## src/rtl/mem_pkg.sv

```systemverilog
// Shared definitions for the RV32I MEM stage: widths, memop codes and FSM states.
package mem_pkg;

    localparam int ADDR_WIDTH     = 32;
    localparam int DATA_WIDTH     = 32;
    localparam int REG_ADDR_WIDTH = 5;

    localparam logic [3:0] MEMOP_NONE = 4'd0;
    localparam logic [3:0] MEMOP_LB   = 4'd1;
    localparam logic [3:0] MEMOP_LH   = 4'd2;
    localparam logic [3:0] MEMOP_LW   = 4'd3;
    localparam logic [3:0] MEMOP_LBU  = 4'd4;
    localparam logic [3:0] MEMOP_LHU  = 4'd5;
    localparam logic [3:0] MEMOP_SB   = 4'd6;
    localparam logic [3:0] MEMOP_SH   = 4'd7;
    localparam logic [3:0] MEMOP_SW   = 4'd8;

    typedef enum logic [0:0] {
        ST_IDLE = 1'b0,
        ST_WAIT = 1'b1
    } state_e;

endpackage

```

## src/rtl/mem_access_stage_if.sv

```systemverilog
// Request/acknowledge data-memory port between the MEM stage and data memory.
interface mem_access_stage_if
    import mem_pkg::*;
#(
    parameter int AW = mem_pkg::ADDR_WIDTH,
    parameter int DW = mem_pkg::DATA_WIDTH
) ();
    logic          mem_req_o;
    logic          mem_we_o;
    logic [AW-1:0] mem_addr_o;
    logic [DW-1:0] mem_wdata_o;
    logic [3:0]    mem_sel_o;
    logic          mem_ack_i;
    logic [DW-1:0] mem_rdata_i;

    modport master (
        output mem_req_o, mem_we_o, mem_addr_o, mem_wdata_o, mem_sel_o,
        input  mem_ack_i, mem_rdata_i
    );

    modport slave (
        input  mem_req_o, mem_we_o, mem_addr_o, mem_wdata_o, mem_sel_o,
        output mem_ack_i, mem_rdata_i
    );
endinterface

```

## src/rtl/mem_lane_align.sv

```systemverilog
// Byte-lane logic: store enables/replication, misalignment detect, load extract/extend.
module mem_lane_align
    import mem_pkg::*;
(
    input  logic [3:0]            req_op_i,
    input  logic [1:0]            req_off_i,
    input  logic [DATA_WIDTH-1:0] store_data_i,
    input  logic [3:0]            ld_op_i,
    input  logic [1:0]            ld_off_i,
    input  logic [DATA_WIDTH-1:0] rdata_i,
    output logic                  is_mem_o,
    output logic                  is_store_o,
    output logic                  misalign_o,
    output logic [3:0]            sel_o,
    output logic [DATA_WIDTH-1:0] wdata_o,
    output logic [DATA_WIDTH-1:0] ld_data_o
);

    logic [7:0]  byte_s;
    logic [15:0] half_s;

    // Request side: classify the op, pick byte enables and replicate store data
    always_comb begin
        is_mem_o   = 1'b0;
        is_store_o = 1'b0;
        misalign_o = 1'b0;
        sel_o      = 4'b0000;
        wdata_o    = 32'h0000_0000;
        case (req_op_i)
            MEMOP_LB, MEMOP_LBU: begin
                is_mem_o = 1'b1;
                sel_o    = 4'b0001 << req_off_i;
            end
            MEMOP_SB: begin
                is_mem_o   = 1'b1;
                is_store_o = 1'b1;
                sel_o      = 4'b0001 << req_off_i;
                wdata_o    = {4{store_data_i[7:0]}};
            end
            MEMOP_LH, MEMOP_LHU: begin
                is_mem_o   = 1'b1;
                misalign_o = req_off_i[0];
                sel_o      = req_off_i[1] ? 4'b1100 : 4'b0011;
            end
            MEMOP_SH: begin
                is_mem_o   = 1'b1;
                is_store_o = 1'b1;
                misalign_o = req_off_i[0];
                sel_o      = req_off_i[1] ? 4'b1100 : 4'b0011;
                wdata_o    = {2{store_data_i[15:0]}};
            end
            MEMOP_LW: begin
                is_mem_o   = 1'b1;
                misalign_o = (req_off_i != 2'b00);
                sel_o      = 4'b1111;
            end
            MEMOP_SW: begin
                is_mem_o   = 1'b1;
                is_store_o = 1'b1;
                misalign_o = (req_off_i != 2'b00);
                sel_o      = 4'b1111;
                wdata_o    = store_data_i;
            end
            default: begin
                is_mem_o = 1'b0;
            end
        endcase
    end

    // Load side: pull the addressed lane out of the word and extend it
    always_comb begin
        byte_s    = rdata_i[{ld_off_i, 3'b000} +: 8];
        half_s    = ld_off_i[1] ? rdata_i[31:16] : rdata_i[15:0];
        ld_data_o = 32'h0000_0000;
        case (ld_op_i)
            MEMOP_LB:  ld_data_o = {{24{byte_s[7]}}, byte_s};
            MEMOP_LBU: ld_data_o = {24'h00_0000, byte_s};
            MEMOP_LH:  ld_data_o = {{16{half_s[15]}}, half_s};
            MEMOP_LHU: ld_data_o = {16'h0000, half_s};
            MEMOP_LW:  ld_data_o = rdata_i;
            default:   ld_data_o = 32'h0000_0000;
        endcase
    end

endmodule

```

## src/rtl/mem_access_stage.sv

```systemverilog
// RV32I MEM stage: issues loads/stores on the req/ack port, formats load data,
// registers the write-back port and stalls upstream while an access is in flight.
module mem_access_stage #(
    parameter int ADDR_WIDTH     = mem_pkg::ADDR_WIDTH,
    parameter int DATA_WIDTH     = mem_pkg::DATA_WIDTH,
    parameter int REG_ADDR_WIDTH = mem_pkg::REG_ADDR_WIDTH,
    parameter int ACK_TIMEOUT    = 16
) (
    input  logic                      clk,
    input  logic                      rst,
    input  logic                      ex_valid_i,
    input  logic                      ex_wreg_i,
    input  logic [REG_ADDR_WIDTH-1:0] ex_wd_i,
    input  logic [DATA_WIDTH-1:0]     ex_wdata_i,
    input  logic [3:0]                ex_memop_i,
    input  logic [ADDR_WIDTH-1:0]     ex_mem_addr_i,
    input  logic [DATA_WIDTH-1:0]     ex_store_data_i,
    output logic                      stall_req_o,
    mem_access_stage_if.master        mem_if,
    output logic                      wb_we_o,
    output logic [REG_ADDR_WIDTH-1:0] wb_waddr_o,
    output logic [DATA_WIDTH-1:0]     wb_wdata_o,
    output logic                      exc_misalign_o,
    output logic                      exc_bus_o
);
    import mem_pkg::*;

    localparam int CNT_W = (ACK_TIMEOUT > 2) ? $clog2(ACK_TIMEOUT) : 1;
    localparam logic [CNT_W-1:0] CNT_LAST = CNT_W'(ACK_TIMEOUT - 1);

    state_e                    state_q, state_d;
    logic [CNT_W-1:0]          cnt_q, cnt_d;
    logic                      mem_req_q, mem_req_d, mem_we_q, mem_we_d;
    logic [ADDR_WIDTH-1:0]     mem_addr_q, mem_addr_d;
    logic [DATA_WIDTH-1:0]     mem_wdata_q, mem_wdata_d;
    logic [3:0]                mem_sel_q, mem_sel_d, op_q, op_d;
    logic [1:0]                off_q, off_d;
    logic [REG_ADDR_WIDTH-1:0] rd_q, rd_d, wb_waddr_q, wb_waddr_d;
    logic                      wb_we_q, wb_we_d, exc_mis_q, exc_mis_d, exc_bus_q, exc_bus_d;
    logic [DATA_WIDTH-1:0]     wb_wdata_q, wb_wdata_d;
    logic                      stall_s, is_mem_s, is_store_s, misalign_s;
    logic [3:0]                sel_s;
    logic [DATA_WIDTH-1:0]     wdata_s, ld_data_s;

    mem_lane_align u_lane (
        .req_op_i     (ex_memop_i),
        .req_off_i    (ex_mem_addr_i[1:0]),
        .store_data_i (ex_store_data_i),
        .ld_op_i      (op_q),
        .ld_off_i     (off_q),
        .rdata_i      (mem_if.mem_rdata_i),
        .is_mem_o     (is_mem_s),
        .is_store_o   (is_store_s),
        .misalign_o   (misalign_s),
        .sel_o        (sel_s),
        .wdata_o      (wdata_s),
        .ld_data_o    (ld_data_s)
    );

    // Next-state, stall and output-register logic for the IDLE/WAIT access FSM
    always_comb begin
        state_d     = state_q;
        cnt_d       = cnt_q;
        mem_req_d   = mem_req_q;
        mem_we_d    = mem_we_q;
        mem_addr_d  = mem_addr_q;
        mem_wdata_d = mem_wdata_q;
        mem_sel_d   = mem_sel_q;
        op_d        = op_q;
        off_d       = off_q;
        rd_d        = rd_q;
        wb_we_d     = 1'b0;
        wb_waddr_d  = wb_waddr_q;
        wb_wdata_d  = wb_wdata_q;
        exc_mis_d   = 1'b0;
        exc_bus_d   = 1'b0;
        stall_s     = 1'b0;
        case (state_q)
            ST_IDLE: begin
                if (ex_valid_i && is_mem_s) begin
                    if (misalign_s) begin
                        exc_mis_d = 1'b1;
                    end else begin
                        stall_s     = 1'b1;
                        state_d     = ST_WAIT;
                        cnt_d       = {CNT_W{1'b0}};
                        mem_req_d   = 1'b1;
                        mem_we_d    = is_store_s;
                        mem_addr_d  = {ex_mem_addr_i[ADDR_WIDTH-1:2], 2'b00};
                        mem_wdata_d = wdata_s;
                        mem_sel_d   = sel_s;
                        op_d        = ex_memop_i;
                        off_d       = ex_mem_addr_i[1:0];
                        rd_d        = ex_wd_i;
                    end
                end else begin
                    wb_we_d    = ex_valid_i & ex_wreg_i & (ex_wd_i != {REG_ADDR_WIDTH{1'b0}});
                    wb_waddr_d = ex_wd_i;
                    wb_wdata_d = ex_wdata_i;
                end
            end
            ST_WAIT: begin
                // Releasing stall on the last WAIT cycle lets upstream retire the op with the abort
                stall_s = !mem_if.mem_ack_i && (cnt_q != CNT_LAST);
                if (mem_if.mem_ack_i || (cnt_q == CNT_LAST)) begin
                    state_d     = ST_IDLE;
                    cnt_d       = {CNT_W{1'b0}};
                    mem_req_d   = 1'b0;
                    mem_we_d    = 1'b0;
                    mem_addr_d  = {ADDR_WIDTH{1'b0}};
                    mem_wdata_d = {DATA_WIDTH{1'b0}};
                    mem_sel_d   = 4'b0000;
                    exc_bus_d   = !mem_if.mem_ack_i;
                    if (mem_if.mem_ack_i && !mem_we_q) begin
                        wb_we_d    = (rd_q != {REG_ADDR_WIDTH{1'b0}});
                        wb_waddr_d = rd_q;
                        wb_wdata_d = ld_data_s;
                    end else begin
                        wb_we_d = 1'b0;
                    end
                end else begin
                    cnt_d = cnt_q + CNT_W'(1);
                end
            end
            default: begin
                state_d = ST_IDLE;
            end
        endcase
    end

    // State and output registers with synchronous reset
    always_ff @(posedge clk) begin
        if (rst) begin
            state_q     <= ST_IDLE;
            cnt_q       <= {CNT_W{1'b0}};
            mem_req_q   <= 1'b0;
            mem_we_q    <= 1'b0;
            mem_addr_q  <= {ADDR_WIDTH{1'b0}};
            mem_wdata_q <= {DATA_WIDTH{1'b0}};
            mem_sel_q   <= 4'b0000;
            op_q        <= MEMOP_NONE;
            off_q       <= 2'b00;
            rd_q        <= {REG_ADDR_WIDTH{1'b0}};
            wb_we_q     <= 1'b0;
            wb_waddr_q  <= {REG_ADDR_WIDTH{1'b0}};
            wb_wdata_q  <= {DATA_WIDTH{1'b0}};
            exc_mis_q   <= 1'b0;
            exc_bus_q   <= 1'b0;
        end else begin
            state_q     <= state_d;
            cnt_q       <= cnt_d;
            mem_req_q   <= mem_req_d;
            mem_we_q    <= mem_we_d;
            mem_addr_q  <= mem_addr_d;
            mem_wdata_q <= mem_wdata_d;
            mem_sel_q   <= mem_sel_d;
            op_q        <= op_d;
            off_q       <= off_d;
            rd_q        <= rd_d;
            wb_we_q     <= wb_we_d;
            wb_waddr_q  <= wb_waddr_d;
            wb_wdata_q  <= wb_wdata_d;
            exc_mis_q   <= exc_mis_d;
            exc_bus_q   <= exc_bus_d;
        end
    end

    assign stall_req_o        = stall_s;
    assign mem_if.mem_req_o   = mem_req_q;
    assign mem_if.mem_we_o    = mem_we_q;
    assign mem_if.mem_addr_o  = mem_addr_q;
    assign mem_if.mem_wdata_o = mem_wdata_q;
    assign mem_if.mem_sel_o   = mem_sel_q;
    assign wb_we_o            = wb_we_q;
    assign wb_waddr_o         = wb_waddr_q;
    assign wb_wdata_o         = wb_wdata_q;
    assign exc_misalign_o     = exc_mis_q;
    assign exc_bus_o          = exc_bus_q;

endmodule
```

## src/flat_wrapper.sv

```systemverilog
// flat-port wrapper written by rule: the top's interface ports become plain ports
module mem_access_stage_flat import mem_pkg::*;
#(
    parameter int ADDR_WIDTH     = mem_pkg::ADDR_WIDTH,
    parameter int DATA_WIDTH     = mem_pkg::DATA_WIDTH,
    parameter int REG_ADDR_WIDTH = mem_pkg::REG_ADDR_WIDTH,
    parameter int ACK_TIMEOUT    = 16
)
  (clk, rst, ex_valid_i, ex_wreg_i, ex_wd_i, ex_wdata_i, ex_memop_i, ex_mem_addr_i, ex_store_data_i, stall_req_o, wb_we_o, wb_waddr_o, wb_wdata_o, exc_misalign_o, exc_bus_o, mem_if_mem_req_o, mem_if_mem_we_o, mem_if_mem_addr_o, mem_if_mem_wdata_o, mem_if_mem_sel_o, mem_if_mem_ack_i, mem_if_mem_rdata_i);
  mem_access_stage_if mem_if_i ();
  input  logic clk;
  input  logic rst;
  input  logic ex_valid_i;
  input  logic ex_wreg_i;
  input  logic [REG_ADDR_WIDTH-1:0] ex_wd_i;
  input  logic [DATA_WIDTH-1:0] ex_wdata_i;
  input  logic [3:0] ex_memop_i;
  input  logic [ADDR_WIDTH-1:0] ex_mem_addr_i;
  input  logic [DATA_WIDTH-1:0] ex_store_data_i;
  output logic stall_req_o;
  output logic wb_we_o;
  output logic [REG_ADDR_WIDTH-1:0] wb_waddr_o;
  output logic [DATA_WIDTH-1:0] wb_wdata_o;
  output logic exc_misalign_o;
  output logic exc_bus_o;
  output wire logic [$bits(mem_if_i.mem_req_o)-1:0] mem_if_mem_req_o;
  output wire logic [$bits(mem_if_i.mem_we_o)-1:0] mem_if_mem_we_o;
  output wire logic [$bits(mem_if_i.mem_addr_o)-1:0] mem_if_mem_addr_o;
  output wire logic [$bits(mem_if_i.mem_wdata_o)-1:0] mem_if_mem_wdata_o;
  output wire logic [$bits(mem_if_i.mem_sel_o)-1:0] mem_if_mem_sel_o;
  input wire logic [$bits(mem_if_i.mem_ack_i)-1:0] mem_if_mem_ack_i;
  input wire logic [$bits(mem_if_i.mem_rdata_i)-1:0] mem_if_mem_rdata_i;
  assign mem_if_mem_req_o = mem_if_i.mem_req_o;
  assign mem_if_mem_we_o = mem_if_i.mem_we_o;
  assign mem_if_mem_addr_o = mem_if_i.mem_addr_o;
  assign mem_if_mem_wdata_o = mem_if_i.mem_wdata_o;
  assign mem_if_mem_sel_o = mem_if_i.mem_sel_o;
  assign mem_if_i.mem_ack_i = mem_if_mem_ack_i;
  assign mem_if_i.mem_rdata_i = mem_if_mem_rdata_i;
  mem_access_stage #(.ADDR_WIDTH(ADDR_WIDTH), .DATA_WIDTH(DATA_WIDTH), .REG_ADDR_WIDTH(REG_ADDR_WIDTH), .ACK_TIMEOUT(ACK_TIMEOUT)) u_core (.clk(clk), .rst(rst), .ex_valid_i(ex_valid_i), .ex_wreg_i(ex_wreg_i), .ex_wd_i(ex_wd_i), .ex_wdata_i(ex_wdata_i), .ex_memop_i(ex_memop_i), .ex_mem_addr_i(ex_mem_addr_i), .ex_store_data_i(ex_store_data_i), .stall_req_o(stall_req_o), .mem_if(mem_if_i), .wb_we_o(wb_we_o), .wb_waddr_o(wb_waddr_o), .wb_wdata_o(wb_wdata_o), .exc_misalign_o(exc_misalign_o), .exc_bus_o(exc_bus_o));
endmodule
```

## config.mk

```make
export PLATFORM = sky130hd
export DESIGN_NAME = mem_access_stage_flat
export DESIGN_NICKNAME = d
export VERILOG_FILES = /design/src/rtl/mem_pkg.sv /design/src/rtl/mem_access_stage_if.sv /design/src/rtl/mem_lane_align.sv /design/src/rtl/mem_access_stage.sv /design/src/flat_wrapper.sv
export SDC_FILE = /design/constraint.sdc
export NUM_CORES = 1
export LEC_CHECK = 0
export ABC_AREA = 1
export BUFFER_PORTS_ARGS = -buffer_cell sky130_fd_sc_hd__buf_2
export CAP_MARGIN = 20
export CORE_MARGIN = 4
export CORE_UTILIZATION = 30
export CTS_CLUSTER_SIZE = 12
export DETAILED_ROUTE_END_ITERATION = 7
export PLACE_DENSITY = 0.52
export SKIP_LAST_GASP = 1
export SLEW_MARGIN = 20
export SYNTH_ARGS = -nofsm -noshare
export SYNTH_HDL_FRONTEND = slang
export SYNTH_SLANG_ARGS = --single-unit
```

## constraint.sdc

```tcl
create_clock -name clk -period 2.3 [get_ports clk]
set_input_delay 0.46 -clock clk [delete_from_list [all_inputs] [get_ports clk]]
set_output_delay 0.46 -clock clk [all_outputs]
set_load 0.03 [all_outputs]
```

* After elaboration in Yosys (flattened, before gate mapping)
Cells that the tools add are included.
** Word-level totals
- Bits in registers :: 126
- Output and inout bits :: 111
- Bits of input ports :: 142
** Operators by class
- Add/subtract/negate cells :: 1
- Reduce and logical (&&, ||, !) cells :: 20
- Shift operators :: 2
- Multiplexer cells :: 48
- Equal/unequal tests :: 20
- Bitwise logic cells :: 6
** Operators with widths (count)
- two-way mux 32 bit :: 8
- one-hot mux 32 bit (2 select lines) :: 3
- one-hot mux 32 bit (5 select lines) :: 1
- one-hot mux 32 bit (3 select lines) :: 1
- variable part select 32 x 6 -> 8 bit :: 1
- two-way mux 4 bit :: 7
- equality test 4 x 3 -> 1 bit (second input constant) :: 6
- equality test 4 x 2 -> 1 bit (second input constant) :: 4
- two-way mux 16 bit :: 1
- one-hot mux 4 bit (2 select lines) :: 2
- two-way mux 5 bit :: 3
- OR reduction 3 bit :: 5
- two-way mux 1 bit :: 14
- one-hot mux 1 bit (2 select lines) :: 6
- one-hot mux 4 bit (3 select lines) :: 1
- one-hot mux 5 bit (2 select lines) :: 1
- nonzero test 5 bit :: 2
- AND reduction 3 bit :: 3
- equality test 4 x 1 -> 1 bit (second input constant) :: 2
- equality test 4 bit (second input constant) :: 2
- != test 2 bit (second input constant) :: 4
- OR reduction 8 bit :: 1
- adder 4 x 1 -> 4 bit (second input constant) :: 1
- != test 4 bit (second input constant) :: 1
- 10 further kinds :: 17

* Depth between registers and ports, before layout
- Depth in word-level cells :: 6
- Mapped depth :: 13
- Mapped depth without buffers :: 11

* By module
Synthesis repeated with hierarchy kept, for this count alone.
** Unflattened totals
- Cells, all modules :: 1018
- Area total of the unflattened synthesis :: 6416.2 µm²
** Modules (own cells, without submodules)
- mem_access_stage :: cells each 693, area an instance 4931.0 µm², instances 1, sequential area each 2482.4 µm²
- mem_lane_align :: cells each 325, area an instance 1485.2 µm², instances 1, sequential area each 0.0 µm²

* Least setup slack after synthesis
Ideal clock, no wire load.
- Path type :: input-to-output
- Start :: in ex_memop_i[2]
- End :: out stall_req_o
- Buffers on the path :: 1
- Data arrival time :: 1618 ps
- Stages :: 10
- Path slack :: 222 ps
- Cells stage by stage :: inv_2 > nand2_1 > nor2_4 > nor2_4 > nand3_2 > nand2_2 > inv_2 > nand3_1 > buf_2 > nand2_1
** Between the ends
- Longest elaborated chain between the ends :: 6
** Ends and longest elaborated chain
- start, declared :: RTL line flat_wrapper.sv:17 : input logic [3:0] ex_memop_i;
- equality test 4 x 3 -> 1 bit (tied with other cells) :: RTL line mem_lane_align.sv:29 : case (req_op_i)
- OR reduction 3 bit (no line) (tied with other cells)
- one-hot mux 1 bit (2 select lines) or two-way mux 1 bit (tied branches) :: RTL line mem_lane_align.sv:29
- two-way mux 1 bit or logical AND 1 bit (tied branches) :: RTL line mem_access_stage.sv:81, mem_access_stage.sv:80
- two-way mux 1 bit * :: RTL line mem_access_stage.sv:80 : if (ex_valid_i && is_mem_s) begin
- one-hot mux 1 bit (2 select lines) * :: RTL line mem_access_stage.sv:78 : case (state_q)
- end, declared :: RTL line flat_wrapper.sv:20 : output logic stall_req_o;
Mark *: on every way between the ends. The rest lies on a longest branch, timed or not.

* Worst setup path after layout
Ends and elaborated chain as after synthesis.

==> results.toml <==
[power_and_ir_drop]
powerDensity_nw_per_um2 = 785
power_switching_share_pct = 32.5
p_clk_share_pct = 43.5
p_seq_share_pct = 34.5
internal_power_w = 0.00465
p_comb_share_pct = 22.0
switchingPower_w = 0.00224
leakage_nw = 4.43
vdd_drop_max_uv = 455

[yosys]
synth_top_flop_cell = "dfxtp_1"
ys.warnings.count = 0
synth_cells = 1034
synth.distinct_cells = 34
synth_edf_count = 0
syn_area_per_cell_um2 = 6.30
ys_ff_latch = 124
synthesis.area_um2 = 6510
synth-async-reset-ratio_pct = 0
ys_seq_area_share_pct = 38.1

[place]
port_buffers = 250
dp_hpwl_mm = 17.3
place_congestion = 0.880

[cells_and_area]
drive_gt1_share_pct = 26.6
final_cell_mix = "nand2_1, buf_2, dfxtp_1, nor2_1, a21oi_1"
nFillCells = 2416
nets = 1410
layout_commonest_cell = "nand2_1"
fin_util_pct = 41.3
area_growth_pct = 34.6

[worst_setup_path]
critPathArrivalTime_ns = 1.71
worstSetupPathType = "in -> out"
worstPathRequired_ns = 1.84
worstSetupEndpointType = "primary output"
crit_fanout = 5
start_kind = "input pin"

[route]
first_pass_iters = 5
ant_nets = 0
drt_iter0_drc = 396
viasPerCell = 4.67
drc = 0
num_vias = 7279
drt_wl_total_mm = 24.0
routedWlPerCell_um = 15.4

[run]
cap_violations = 0

[clock_network]
clk_latency_ns = 0.42
cts_buffers = 17
numClockSinks = 124
root_buffer = "clkbuf_16"
path_clk_slew_ns = 0.06
tritoncts = "yes"
hold_buffers = 0
htree_num_levels = 4
clockBufferDepth = 2

[status]
status = "finished clean"

[timing]
timing.setup.tns_ns = 0
worst_slew_pin_slew_ns = 0.948
fmax_mhz = 461
min_period_ns = 2.17
maxSlewHeadroom_pct = 36.6
finClkSkew_ns = 0.0126
finalMaxSlewViolations = 0
fin_crit_sh_pct = 94.2
setup_viol = 0
final-hold-violation-count = 0

[global_routing]
grt_max_degree = 66
grt.total_usage_pct = 19.0
grt_pass1_vias = 6704
grt_pass1_wl_mm = 36.8
antenna_found_initial = 5
grt_overflow_total = 0

[floorplan]
die-width_um = 155
ioPinCount = 253
core_um2 = 21200
start_util_pct = 30.7
die_h_um = 155
rows = 53
die-area_um2 = 24100

[worst_hold_path]
holdCritPathClass = "in -> reg"
-- kinds of logic after synthesis --
group | after synthesis | share of synthesized area [%]
AND/OR/NAND/NOR | 618 | 39.7
AO/OA/AOI/OAI | 161 | 12.9
buffers and inverters | 128 | 8.89
flip-flops | 124 | 38.1
XOR/XNOR | 1 | 0.134
adder cells (fa/ha/maj) | 1 | 0.192
other | 1 | 0.0576
-- what timing repair did --
action,in CTS,in global routing
pin swaps,0,1
endpoints found under the hold margin,0,0
resized for setup,1,4
setup buffers,0,1
endpoints found under the setup margin,1,1
-- synth_stat cells (2+ instances only) --
cell type / count / area share [%]
a31oi_1: 9 / 0.86
o21ai_0: 49 / 3.8
o21ai_1: 11 / 0.84
buf_4: 7 / 0.81
buf_2: 16 / 1.2
nand2_1: 391 / 23
nor2_4: 3 / 0.52
buf_1: 3 / 0.17
nand4_1: 63 / 6.0
nand2_4: 2 / 0.35
o22ai_1: 6 / 0.58
buf_6: 7 / 1.2
clkbuf_1: 38 / 2.2
a21oi_1: 80 / 6.1
o211ai_1: 2 / 0.23
inv_2: 7 / 0.40
nand3_1: 27 / 2.1
nand2_2: 3 / 0.29
dfxtp_1: 124 / 38
nor2_1: 121 / 7.0
nor3_1: 4 / 0.31
inv_1: 49 / 2.8
-- through the flow --
stage | setup slack, ns | hold slack, ns | instance area, um^2 | std cells | power (W)
final | 0.133 | 0.214 | 8770 | 1560 | 0.00689
after global routing | -0.00928 | 0.207 | 8770 | 1560 | 0.00722
after CTS | 0.0265 | 0.193 | 8740 | 1554 | 0.00696
after detailed placement | 0.0675 | 0.447 | 8090 | 1522 | 0.00394
after global placement | 0.0942 | 0.444 | 8090 | 1522 | 0.00394
after floorplan | 0.222 | 0.440 | 6520 | 1035 | 0.00341
-- power by group through the flow --
stage	Combinational, W	Clock (W)	Sequential (W)
floorplan	0.000727	0	0.00268
global placement	0.00152	0	0.00242
detailed placement	0.00152	0	0.00242
CTS	0.00152	0.00306	0.00238
global route	0.00167	0.00315	0.00240
finish	0.00151	0.00299	0.00238
-- area by class of cell --
class | count | area [um^2] | area share [%]
Clock inverter | 15 | 223 | 2.54
Tap cell | 275 | 344 | 3.92
Clock buffer | 17 | 425 | 4.85
Multi-Input combinational cell | 783 | 3470 | 39.6
Timing Repair Buffer | 284 | 1590 | 18.2
Inverter | 57 | 214 | 2.44
Sequential cell | 124 | 2480 | 28.3
Antenna cell | 5 | 12.5 | 0.143
-- worst paths after layout --
path | depth (start not counted) | slack [ns] | start | end
max | 11 | 0.13 | ex_memop_i[2] | stall_req_o
min reg2reg | 2 | 0.46 | u_core.mem_if.mem_addr_o[15] | u_core.mem_if.mem_addr_o[15]
max reg2reg | 8 | 0.30 | u_core.off_q[1] | u_core.wb_wdata_o[26]
min | 2 | 0.21 | mem_if_mem_ack_i | u_core.exc_bus_o
-- flip-flops by register name (all words and copies together) (netlist names) --
signal                     flops
u_core.cnt_q                   4
u_core.exc_bus_o               1
u_core.exc_misalign_o          1
u_core.mem_if.mem_addr_o      30
u_core.mem_if.mem_req_o        1
u_core.mem_if.mem_sel_o        4
u_core.mem_if.mem_wdata_o     32
u_core.mem_if.mem_we_o         1
u_core.off_q                   2
u_core.op_q                    4
u_core.rd_q                    5
u_core.state_q                 1
u_core.wb_waddr_o              5
u_core.wb_wdata_o             32
u_core.wb_we_o                 1
-- worst max-delay path, cell delays in order --
cell and delay (ns):
buf_2 0.12, inv_2 0.09, nand2_1 0.11, nor2_2 0.18, nor2_4 0.08, nand3_2 0.10, nand2_2 0.09, inv_2 0.09
nand3_1 0.10, nand2_1 0.09, buf_2 0.20
-- metal layers --
metal  wire length [um]  track usage (%)  up-vias
met5                  0                0        -
met1              11300             26.4     3258
li1                   -                -     3824
met3               1100             3.42       25
met4                463             7.13        0
met2              11100             29.3      172
No activity file was read; power rests on OpenSTA's default activity.
